--- src/rtl/incrementer_unit.sv ---
// incrementer_unit: registered 32-bit +1 with carry-out.
// Bit ordering is [0:31] with bit 0 as MSB and bit 31 as LSB.
// The combinational adder is split into eight 4-bit groups.
// Group 7 holds bits 28-31 and is the least significant group.
// Group 0 holds bits 0-3 and is the most significant group.
// Group carries come from a lookahead AND of the lower group propagates.
// No carry ripples bit by bit across a group boundary.
module incrementer_unit (
  input  logic        clk,
  input  logic        rst,
  input  logic [0:31] a,
  output logic [0:31] s,
  output logic        outC
);

  logic [0:7]  gp;
  logic [0:7]  gcin;
  logic [0:31] sum_d;
  logic        carry_d;
  logic [0:31] s_q;
  logic        outC_q;

  // Group propagates: AND of the four bits in each group.
  always_comb begin
    gp = '0;
    for (int g = 0; g < 8; g++) begin
      gp[g] = a[4*g] & a[4*g+1] & a[4*g+2] & a[4*g+3];
    end
  end

  // Lookahead prefix.
  // Each group's carry-in is the flat AND of every less-significant propagate.
  // The LSB group always sees a carry-in of 1, which is the +1.
  always_comb begin
    gcin = '1;
    for (int g = 0; g < 7; g++) begin
      for (int k = g + 1; k < 8; k++) begin
        gcin[g] = gcin[g] & gp[k];
      end
    end
  end

  // In-group sum: toggle a bit when the carry-in and all lower bits of its group are 1.
  always_comb begin
    sum_d = '0;
    for (int g = 0; g < 8; g++) begin
      for (int j = 0; j < 4; j++) begin
        logic lower_ones;
        lower_ones = 1'b1;
        for (int m = j + 1; m < 4; m++) begin
          lower_ones = lower_ones & a[4*g+m];
        end
        sum_d[4*g+j] = a[4*g+j] ^ (gcin[g] & lower_ones);
      end
    end
    carry_d = &gp;
  end

  // Output register; reset clears asynchronously and discards the sampled operand.
  always_ff @(posedge clk or posedge rst) begin
    if (rst) begin
      s_q    <= '0;
      outC_q <= 1'b0;
    end else begin
      s_q    <= sum_d;
      outC_q <= carry_d;
    end
  end

  assign s    = s_q;
  assign outC = outC_q;

endmodule

--- config.mk ---
export PLATFORM = sky130hd
export DESIGN_NAME = incrementer_unit
export DESIGN_NICKNAME = d
export VERILOG_FILES = /design/src/rtl/incrementer_unit.sv
export SDC_FILE = /design/constraint.sdc
export NUM_CORES = 1
export LEC_CHECK = 0
export CORE_MARGIN = 4
export CORE_UTILIZATION = 44
export CTS_BUF_LIST = sky130_fd_sc_hd__clkbuf_16
export DETAILED_ROUTE_END_ITERATION = 8
export MAX_ROUTING_LAYER = met4
export PLACE_DENSITY = 0.85
export SYNTH_ARGS = -nofsm -noshare
export SYNTH_HDL_FRONTEND = slang
export SYNTH_SLANG_ARGS = --single-unit
--- constraint.sdc ---
create_clock -name clk -period 2.5 [get_ports clk]
set_input_delay 0.5 -clock clk [delete_from_list [all_inputs] [get_ports clk]]
set_output_delay 0.5 -clock clk [all_outputs]
set_load 0.02 [all_outputs]
# After elaboration in Yosys (flattened, before gate mapping)
# Cells that the tools add are included.
# word_totals
reg_bits	33
word_cells	125
# classes
bitwise_logic	122
n_reduce_logical	1
# ops
op	n
1-bit AND	90
1-bit XOR	31
8-bit AND reduction	1
1-bit NOT	1

# Logic depth before layout (Yosys ltp)
# Gate-level depths: netlist of the first run.
# logic_depth
ltp_word	11
mapped_depth	7
depth_no_buf	6

# Worst setup path before layout of the first run
# Ideal clock, no wire load.
# synth_path
path_kind	in2reg
startpoint	in a[13] (netlist bit)
endpoint	reg s_q (netlist bit s[6])
setup_ps	122
arrival_ps	1505
required_ps	2378
slack_ps	873
stages	6
n_path_buf	1
cell_sequence	and3_1 > and4_1 > buf_4 > and4_1 > ha_1 > xor2_1
# synth_between
elab_chain_len	10
# synth_lines
item	line	rtl
start, declared	11	input logic [0:31] a,
1-bit AND (3 in a row)	27	gp[g] = a[4*g] & a[4*g+1] & a[4*g+2] & a[4*g+3];
1-bit AND (5 in a row)	38	gcin[g] = gcin[g] & gp[k];
1-bit AND	53	sum_d[4*g+j] = a[4*g+j] ^ (gcin[g] & lower_ones);
1-bit XOR	53	
via sum_d, one bit	18	logic [0:31] sum_d;
end signal, assigned	65	s_q <= sum_d;
end, declared	20	logic [0:31] s_q;
# The timed path passes the listed nets, and every way through them passes these cells.

# Worst setup path after layout of the first run
# layout_path
startpoint	in a[29] (netlist bit)
endpoint	reg s_q (netlist bit s[10])
# layout_between
elab_chain_len	6
# layout_lines
item	line
1-bit AND (3 in a row)	27
1-bit AND	38
1-bit AND	53
1-bit XOR	53
via sum_d, one bit	18
# The timed path passes the listed nets, and every way through them passes these cells.

==> results.sh, run 1 <==
export IMPL_diodes=0
export IMPL_cts_buffers=5
export IMPL_postCtsSetupRepairBufs=0
export IMPL_gp_congestion=0.872
export IMPL_synth_area_um2=1440
export IMPL_grt_pass1_wl_mm=5.75
export IMPL_port_buffers=66
export IMPL_crit_slowest_cell="clkdlybuf4s50_1"
export IMPL_synth_seq_area_share_pct=57.3
export IMPL_internal_power_mw=1.25
export IMPL_viasPerCell=4.86
export IMPL_max_freq_mhz=462
export IMPL_switching_power_mw=0.321
export IMPL_initial_core_util_pct=46.4
export IMPL_crit_buf_inv=1
export IMPL_synth_cell_types=19
export IMPL_dp_cells=221
export IMPL_synth_top_cell_by_area="dfrtp_1"
export IMPL_status="finished clean"
export IMPL_slowest_delay_ns=0.53
export IMPL_cts_root_buf="clkbuf_16"
export IMPL_cts_max_path_buffers=2
export IMPL_die_h_um=65.2
export IMPL_routedWlPerCell_um=15.5
export IMPL_final_util_pct=75.5
export IMPL_h_tree_depth=2
export IMPL_setup_viol=0
export IMPL_ant_nets=0
export IMPL_netSwitchingFraction_pct=20.5
export IMPL_clkTransAtPathRegs_ns=0.05
export IMPL_power_frac_seq_pct=36.5
export IMPL_wl_mm=3.56
export IMPL_cp_required_ns=2.69
export IMPL_clkPwrFrac_pct=49.7
export IMPL_worst_setup_path_start_kind="primary input"
export IMPL_cts_sinks=33
export IMPL_fin_setup_tns_ns=0
export IMPL_track_usage_pct=18.9
export IMPL_grt_max_degree=34
export IMPL_core_um2=3100
export IMPL_p_per_area_nw_per_um2=669
export IMPL_comb_power_share_pct=13.7
export IMPL_synth_top_area_share_pct=57.3
export IMPL_stdcell_count=229
export IMPL_crit_path_end="s[10]"
export IMPL_ys_warn_count=0
export IMPL_drcViolationCount=0
export IMPL_drive_gt1_share_pct=9.19
export IMPL_peakVddDrop_mv=0.529
export IMPL_grt_remaining_overflow=0
export IMPL_worst_slew_pin_slew_ns=0.413
export IMPL_die_w_um=65.2
export IMPL_num_rows=20
export IMPL_rsz0062_at_grt="no"
export IMPL_avgSynthCellArea_um2=13.0
export IMPL_finalMaxSlewViolations=0
export IMPL_netlist_instances=111
export IMPL_period_share_pct=86.6
export IMPL_crit_cells=7
export IMPL_cts_resized=0
export IMPL_layout_nets=226
export IMPL_synth_seq_cells=33
export IMPL_ios=67
export IMPL_finalHoldViolCount=0
export IMPL_cp_arrival_ns=2.36
export IMPL_synth_area_leaders="dfrtp_1 (57%), xnor2_1 (7.9%), ha_1 (7.0%), xor2_1 (6.1%), and3_1 (3.0%)"
export IMPL_cts_hold_buf=0
export IMPL_cap_viol_max_count=0
export IMPL_first_global_vias=1200
export IMPL_crit_chain="clkdlybuf4s50_1 > nand4_1 > nor3_2 > and2_1 > and3_1 > ha_1 > xor2_1"
export IMPL_startpoint="a[29]"
export IMPL_antenna_found_initial=0
export IMPL_critPathTopFamily="simple AND/OR/NAND/NOR gates"
export IMPL_leakage_nw=1.06
export IMPL_hold_class="in2async"
export IMPL_firstDrtPassIters=4
export IMPL_drt_iter0_drc=12
export IMPL_die_area_um2=4250
export IMPL_dp_hpwl_mm=2.69
export IMPL_final_min_clock_period_ns=2.17
export IMPL_cts_tree="yes"
export IMPL_area_delta_synth_final_pct=62.6
export IMPL_num_vias=1114
export IMPL_maxSlewHeadroom_pct=72.3
export IMPL_worst_setup_path_end_kind="register"
export IMPL_critical_path_class="in2reg"
export IMPL_synth_nets=153
export IMPL_crit_path_max_fanout=6
==> Yosys cell counts <==
cell type and instances:
xnor2_1 13, and4_1 3, nor4_1 1, nand4_1 6, nor3_2 2, nor2_1 3, dfrtp_1 33, nand3_1 7
and2_1 3, nand2_1 4, buf_6 1, nand4_4 1, buf_4 1, xor2_1 10, nand4_2 3, and3_1 7
inv_1 4, nor2_2 1, ha_1 8
==> power groups by stage <==
| stage | sequential [mW] | clock [mW] | combinational, mW |
|---|---|---|---|
| after global placement | 0.580 | 0 | 0.212 |
| after floorplan | 0.620 | 0 | 0.0365 |
| after CTS | 0.573 | 0.795 | 0.218 |
| after global routing | 0.576 | 0.820 | 0.229 |
| final | 0.573 | 0.780 | 0.215 |
| after detailed placement | 0.581 | 0 | 0.216 |
==> logic make-up (layout without fill, tap and decap cells) <==
family | Yosys count | count (layout) | share of synthesized area, %
simple gates | 41 | 41 | 19.4
buf+inv | 6 | 80 | 2.35
xor+xnor | 23 | 23 | 14.0
flops | 33 | 33 | 57.3
fa+ha+maj | 8 | 8 | 6.95
==> worst min-delay path by stage <==
| stage | depth (start not counted) | slack (ns) | endpoint | start |
|---|---|---|---|---|
| 2_1_floorplan | 1 | 0.56 | s[31] | a[31] |
| 3_3_place_gp | 3 | 0.91 | s[13] | rst |
| 3_5_place_dp | 3 | 0.91 | s[13] | rst |
| 4_1_cts | 3 | 0.66 | s[27] | rst |
| 5_1_grt | 3 | 0.69 | s[27] | rst |
| 6_report | 3 | 0.64 | s[27] | rst |
==> state kept, by name (all words and copies together), names as in the netlist <==
register / count
outC: 1
s: 32
==> layout by cell type, fill, tap and decap left out, drive strengths merged <==
cell and n:
clkinv 1, nor4 1, nand3 7, and3 7, dfrtp 33, nand2 4
ha 8, and2 3, nand4 10, buf 2, nor3 2, and4 3
xnor2 13, clkbuf 5, nor2 4, xor2 10, clkdlybuf4s50 66, bufinv 2
inv 4
==> area by class of cell <==
class	count	area, um2
Sequential cell	33	826
Tap cell	44	55.1
Timing Repair Buffer	68	676
Fill cell	207	761
Clock inverter	3	65.1
Inverter	4	15.0
Clock buffer	5	125
Multi-Input combinational cell	72	581
==> per-stage QoR <==
step	area [um2]	hold WS [ns]	setup slack, ns	total power, mW
after floorplan	1440	0.559	0.873	0.657
after global placement	2150	0.906	0.194	0.792
after detailed placement	2150	0.914	0.0956	0.797
after CTS	2340	0.657	0.332	1.59
after global routing	2340	0.689	0.236	1.62
final	2340	0.637	0.334	1.57
==> metal layers <==
layer  global-route usage [%]  vias up  share of wire [%]
met4                     8.55        0                2.5
li1                         -      530                  -
met5                        -        -                  0
met2                     33.0       46                 54
met3                     5.47        6                6.0
met1                     19.8      532                 37
Power figures use the tool's default switching activity.
==> run 2, diff against run 1 <==
--- a/config.mk
+++ b/config.mk
@@ -5,12 +5,13 @@
 export SDC_FILE = /design/constraint.sdc
 export NUM_CORES = 1
 export LEC_CHECK = 0
+export ABC_AREA = 1
 export CORE_MARGIN = 4
-export CORE_UTILIZATION = 44
+export CORE_UTILIZATION = 41
 export CTS_BUF_LIST = sky130_fd_sc_hd__clkbuf_16
 export DETAILED_ROUTE_END_ITERATION = 8
 export MAX_ROUTING_LAYER = met4
-export PLACE_DENSITY = 0.85
+export PLACE_DENSITY = 0.83
 export SYNTH_ARGS = -nofsm -noshare
 export SYNTH_HDL_FRONTEND = slang
 export SYNTH_SLANG_ARGS = --single-unit
==> constraint.sdc (replaced) <==
create_clock -name clk -period 2.26 [get_ports clk]
set_input_delay 0.452 -clock clk [delete_from_list [all_inputs] [get_ports clk]]
set_output_delay 0.452 -clock clk [all_outputs]
set_load 0.02 [all_outputs]
==> run 2 against run 1 <==
- cell area increased by 2.9%
- sequential power increased by 10%
- die area increased by 12%
- sequential cell count unchanged
- synthesized area increased by 5.6%
- combinational power increased by 14%
- critical path type unchanged
- clock-buffer cell count unchanged
- sequential share of layout area decreased by 0.99 points
- clock power decreased by 5.6%
- non-clock buffer count decreased by 1
- critical path depth unchanged
- total power increased by 3.0%
==> results.sh, run 2 <==
export IMPL_power_frac_seq_pct=39.2
export IMPL_dp_cells=249
export IMPL_final_min_clock_period_ns=1.83
export IMPL_layout_nets=252
export IMPL_leakage_nw=1.13
export IMPL_postCtsSetupRepairBufs=0
export IMPL_synth_cell_types=20
export IMPL_die_area_um2=4750
export IMPL_drcViolationCount=0
export IMPL_ys_flop_type="dfrtp_1"
export IMPL_clkTransAtPathRegs_ns=0.05
export IMPL_core_um2=3470
export IMPL_port_buffers=66
export IMPL_drt_iter0_drc=67
export IMPL_ios=67
export IMPL_grt_remaining_overflow=0
export IMPL_peakVddDrop_mv=0.320
export IMPL_area_delta_synth_final_pct=58.4
export IMPL_cp_arrival_ns=2.03
export IMPL_firstDrtPassIters=3
export IMPL_crit_path_max_fanout=5
export IMPL_routedWlPerCell_um=12.9
export IMPL_ant_nets=0
export IMPL_hold_class="in2async"
export IMPL_synth_top_cell_by_area="dfrtp_1"
export IMPL_rsz0062_at_grt="no"
export IMPL_hold_slack_ns=0.574
export IMPL_h_tree_depth=2
export IMPL_synth_nets=178
export IMPL_internal_power_mw=1.26
export IMPL_p_per_area_nw_per_um2=670
export IMPL_netlist_instances=136
export IMPL_comb_power_share_pct=15.2
export IMPL_wl_mm=3.31
export IMPL_gp_congestion=0.778
export IMPL_cts_hold_buf=0
export IMPL_period_share_pct=81.1
export IMPL_cts_root_buf="clkbuf_16"
export IMPL_avgSynthCellArea_um2=11.2
export IMPL_largest_reg_flops=32
export IMPL_die_h_um=68.9
export IMPL_stdcell_count=257
export IMPL_die_w_um=68.9
export IMPL_cts_buffers=5
export IMPL_critical_path_class="in2reg"
export IMPL_first_global_vias=1164
export IMPL_synth_edf_count=0
export IMPL_synth_seq_area_share_pct=54.3
export IMPL_viasPerCell=4.51
export IMPL_switching_power_mw=0.354
export IMPL_multi_input_area_um2=609
export IMPL_ys_warn_count=0
export IMPL_setup_viol=0
export IMPL_drive_gt1_share_pct=11.8
export IMPL_max_freq_mhz=546
export IMPL_fin_setup_tns_ns=0
export IMPL_cts_sinks=33
export IMPL_yosysMostFrequentCell="dfrtp_1"
export IMPL_grt_pass1_wl_mm=4.93
export IMPL_worst_setup_path_start_kind="primary input"
export IMPL_synth_top_area_share_pct=54.3
export IMPL_cap_viol_max_count=0
export IMPL_worst_setup_path_end_kind="register"
export IMPL_dp_hpwl_mm=2.57
export IMPL_status="finished clean"
export IMPL_synthArstFlopShare_pct=100
export IMPL_maxSlewHeadroom_pct=73.1
export IMPL_crit_path_end="s[10]"
export IMPL_startpoint="a[14]"
export IMPL_diodes=0
export IMPL_worst_slew_pin_slew_ns=0.403
export IMPL_synth_seq_cells=33
export IMPL_antenna_found_initial=0
export IMPL_regArea_um2=826
export IMPL_grt_max_degree=34
export IMPL_synth_commonest_cells="dfrtp_1 (33), inv_1 (23), xor2_1 (16), nand2_1 (12), nor2_1 (9)"
export IMPL_finalHoldViolCount=0
export IMPL_num_vias=1158
export IMPL_synth_area_leaders="dfrtp_1 (54%), xor2_1 (9.2%), ha_1 (6.6%), inv_1 (5.7%), nor2_4 (4.4%)"
export IMPL_finalMaxSlewViolations=0
export IMPL_num_rows=21
export IMPL_clkPwrFrac_pct=45.6
export IMPL_cp_required_ns=2.46
export IMPL_layout_common_cells="clkdlybuf4s50_1 (66), dfrtp_1 (33), inv_1 (24)"
export IMPL_cts_resized=0
export IMPL_cts_tree="yes"
export IMPL_mostFrequentLayoutCell="clkdlybuf4s50_1"
export IMPL_initial_core_util_pct=43.9
export IMPL_track_usage_pct=15.4
export IMPL_fillers=269
export IMPL_cts_max_path_buffers=2
export IMPL_synth_area_um2=1520
export IMPL_netSwitchingFraction_pct=21.9
run 2: metrics by stage:
stage                     power [mW]  instance area (um2)  util [%]  setup slack, ns
after floorplan                0.736                 1520         -            0.847
after global placement         0.886                 2250      64.8            0.208
after detailed placement       0.890                 2250      64.8            0.167
after CTS                       1.63                 2410      69.5            0.439
after global routing            1.68                 2410      69.5            0.336
final                           1.61                 2410      69.5            0.428
run 2: worst min path at each step:
stage | startpoint | cells past startpoint | slack, ns | end
final | rst | 3 | 0.57 | s[26]
after global routing | rst | 3 | 0.64 | s[26]
after CTS | rst | 3 | 0.60 | s[26]
after detailed placement | rst | 3 | 0.89 | s[26]
after global placement | rst | 3 | 0.87 | s[24]
after floorplan | a[31] | 1 | 0.51 | s[31]
run 2: worst max-delay path, cell delays in order:
cell             delay, ns
clkdlybuf4s50_1       0.52
nand2_1               0.12
nor2_2                0.27
nand4_4               0.21
inv_1                 0.15
ha_1                  0.17
xor2_1                0.14
run 2: power groups by stage:
stage	Combinational (mW)	Clock [mW]	Sequential, mW
finish	0.246	0.736	0.632
global route	0.265	0.778	0.634
CTS	0.250	0.752	0.632
detailed placement	0.247	0	0.642
global placement	0.245	0	0.642
floorplan	0.0499	0	0.686
run 2: kinds of logic (layout without fill, tap and decap cells):
logic type / after synthesis / in the layout / share of synthesized area, %
AND/OR/NAND/NOR: 51 / 51 / 22.3
XOR/XNOR: 17 / 17 / 9.79
flip-flops: 33 / 33 / 54.3
AO/OA/AOI/OAI: 4 / 4 / 1.40
buffers and inverters: 23 / 98 / 5.67
adder cells (fa/ha/maj): 8 / 8 / 6.58
run 2: metal layers:
metal	wire [um]	global-route usage (%)	vias up	part of all wire, %
met1	1280	15.3	538	39
met4	67	8.03	0	2.0
met3	269	5.02	5	8.1
li1	-	-	575	-
met2	1690	26.7	40	51
met5	0	-	-	0
run 2: cell type report:
cell class | instances | share of cell area [%]
Multi-Input combinational cell | 80 | 25.3
Clock buffer | 5 | 5.19
Clock inverter | 3 | 1.56
Timing Repair Buffer | 67 | 27.7
Sequential cell | 33 | 34.3
Inverter | 23 | 3.58
Tap cell | 46 | 2.39
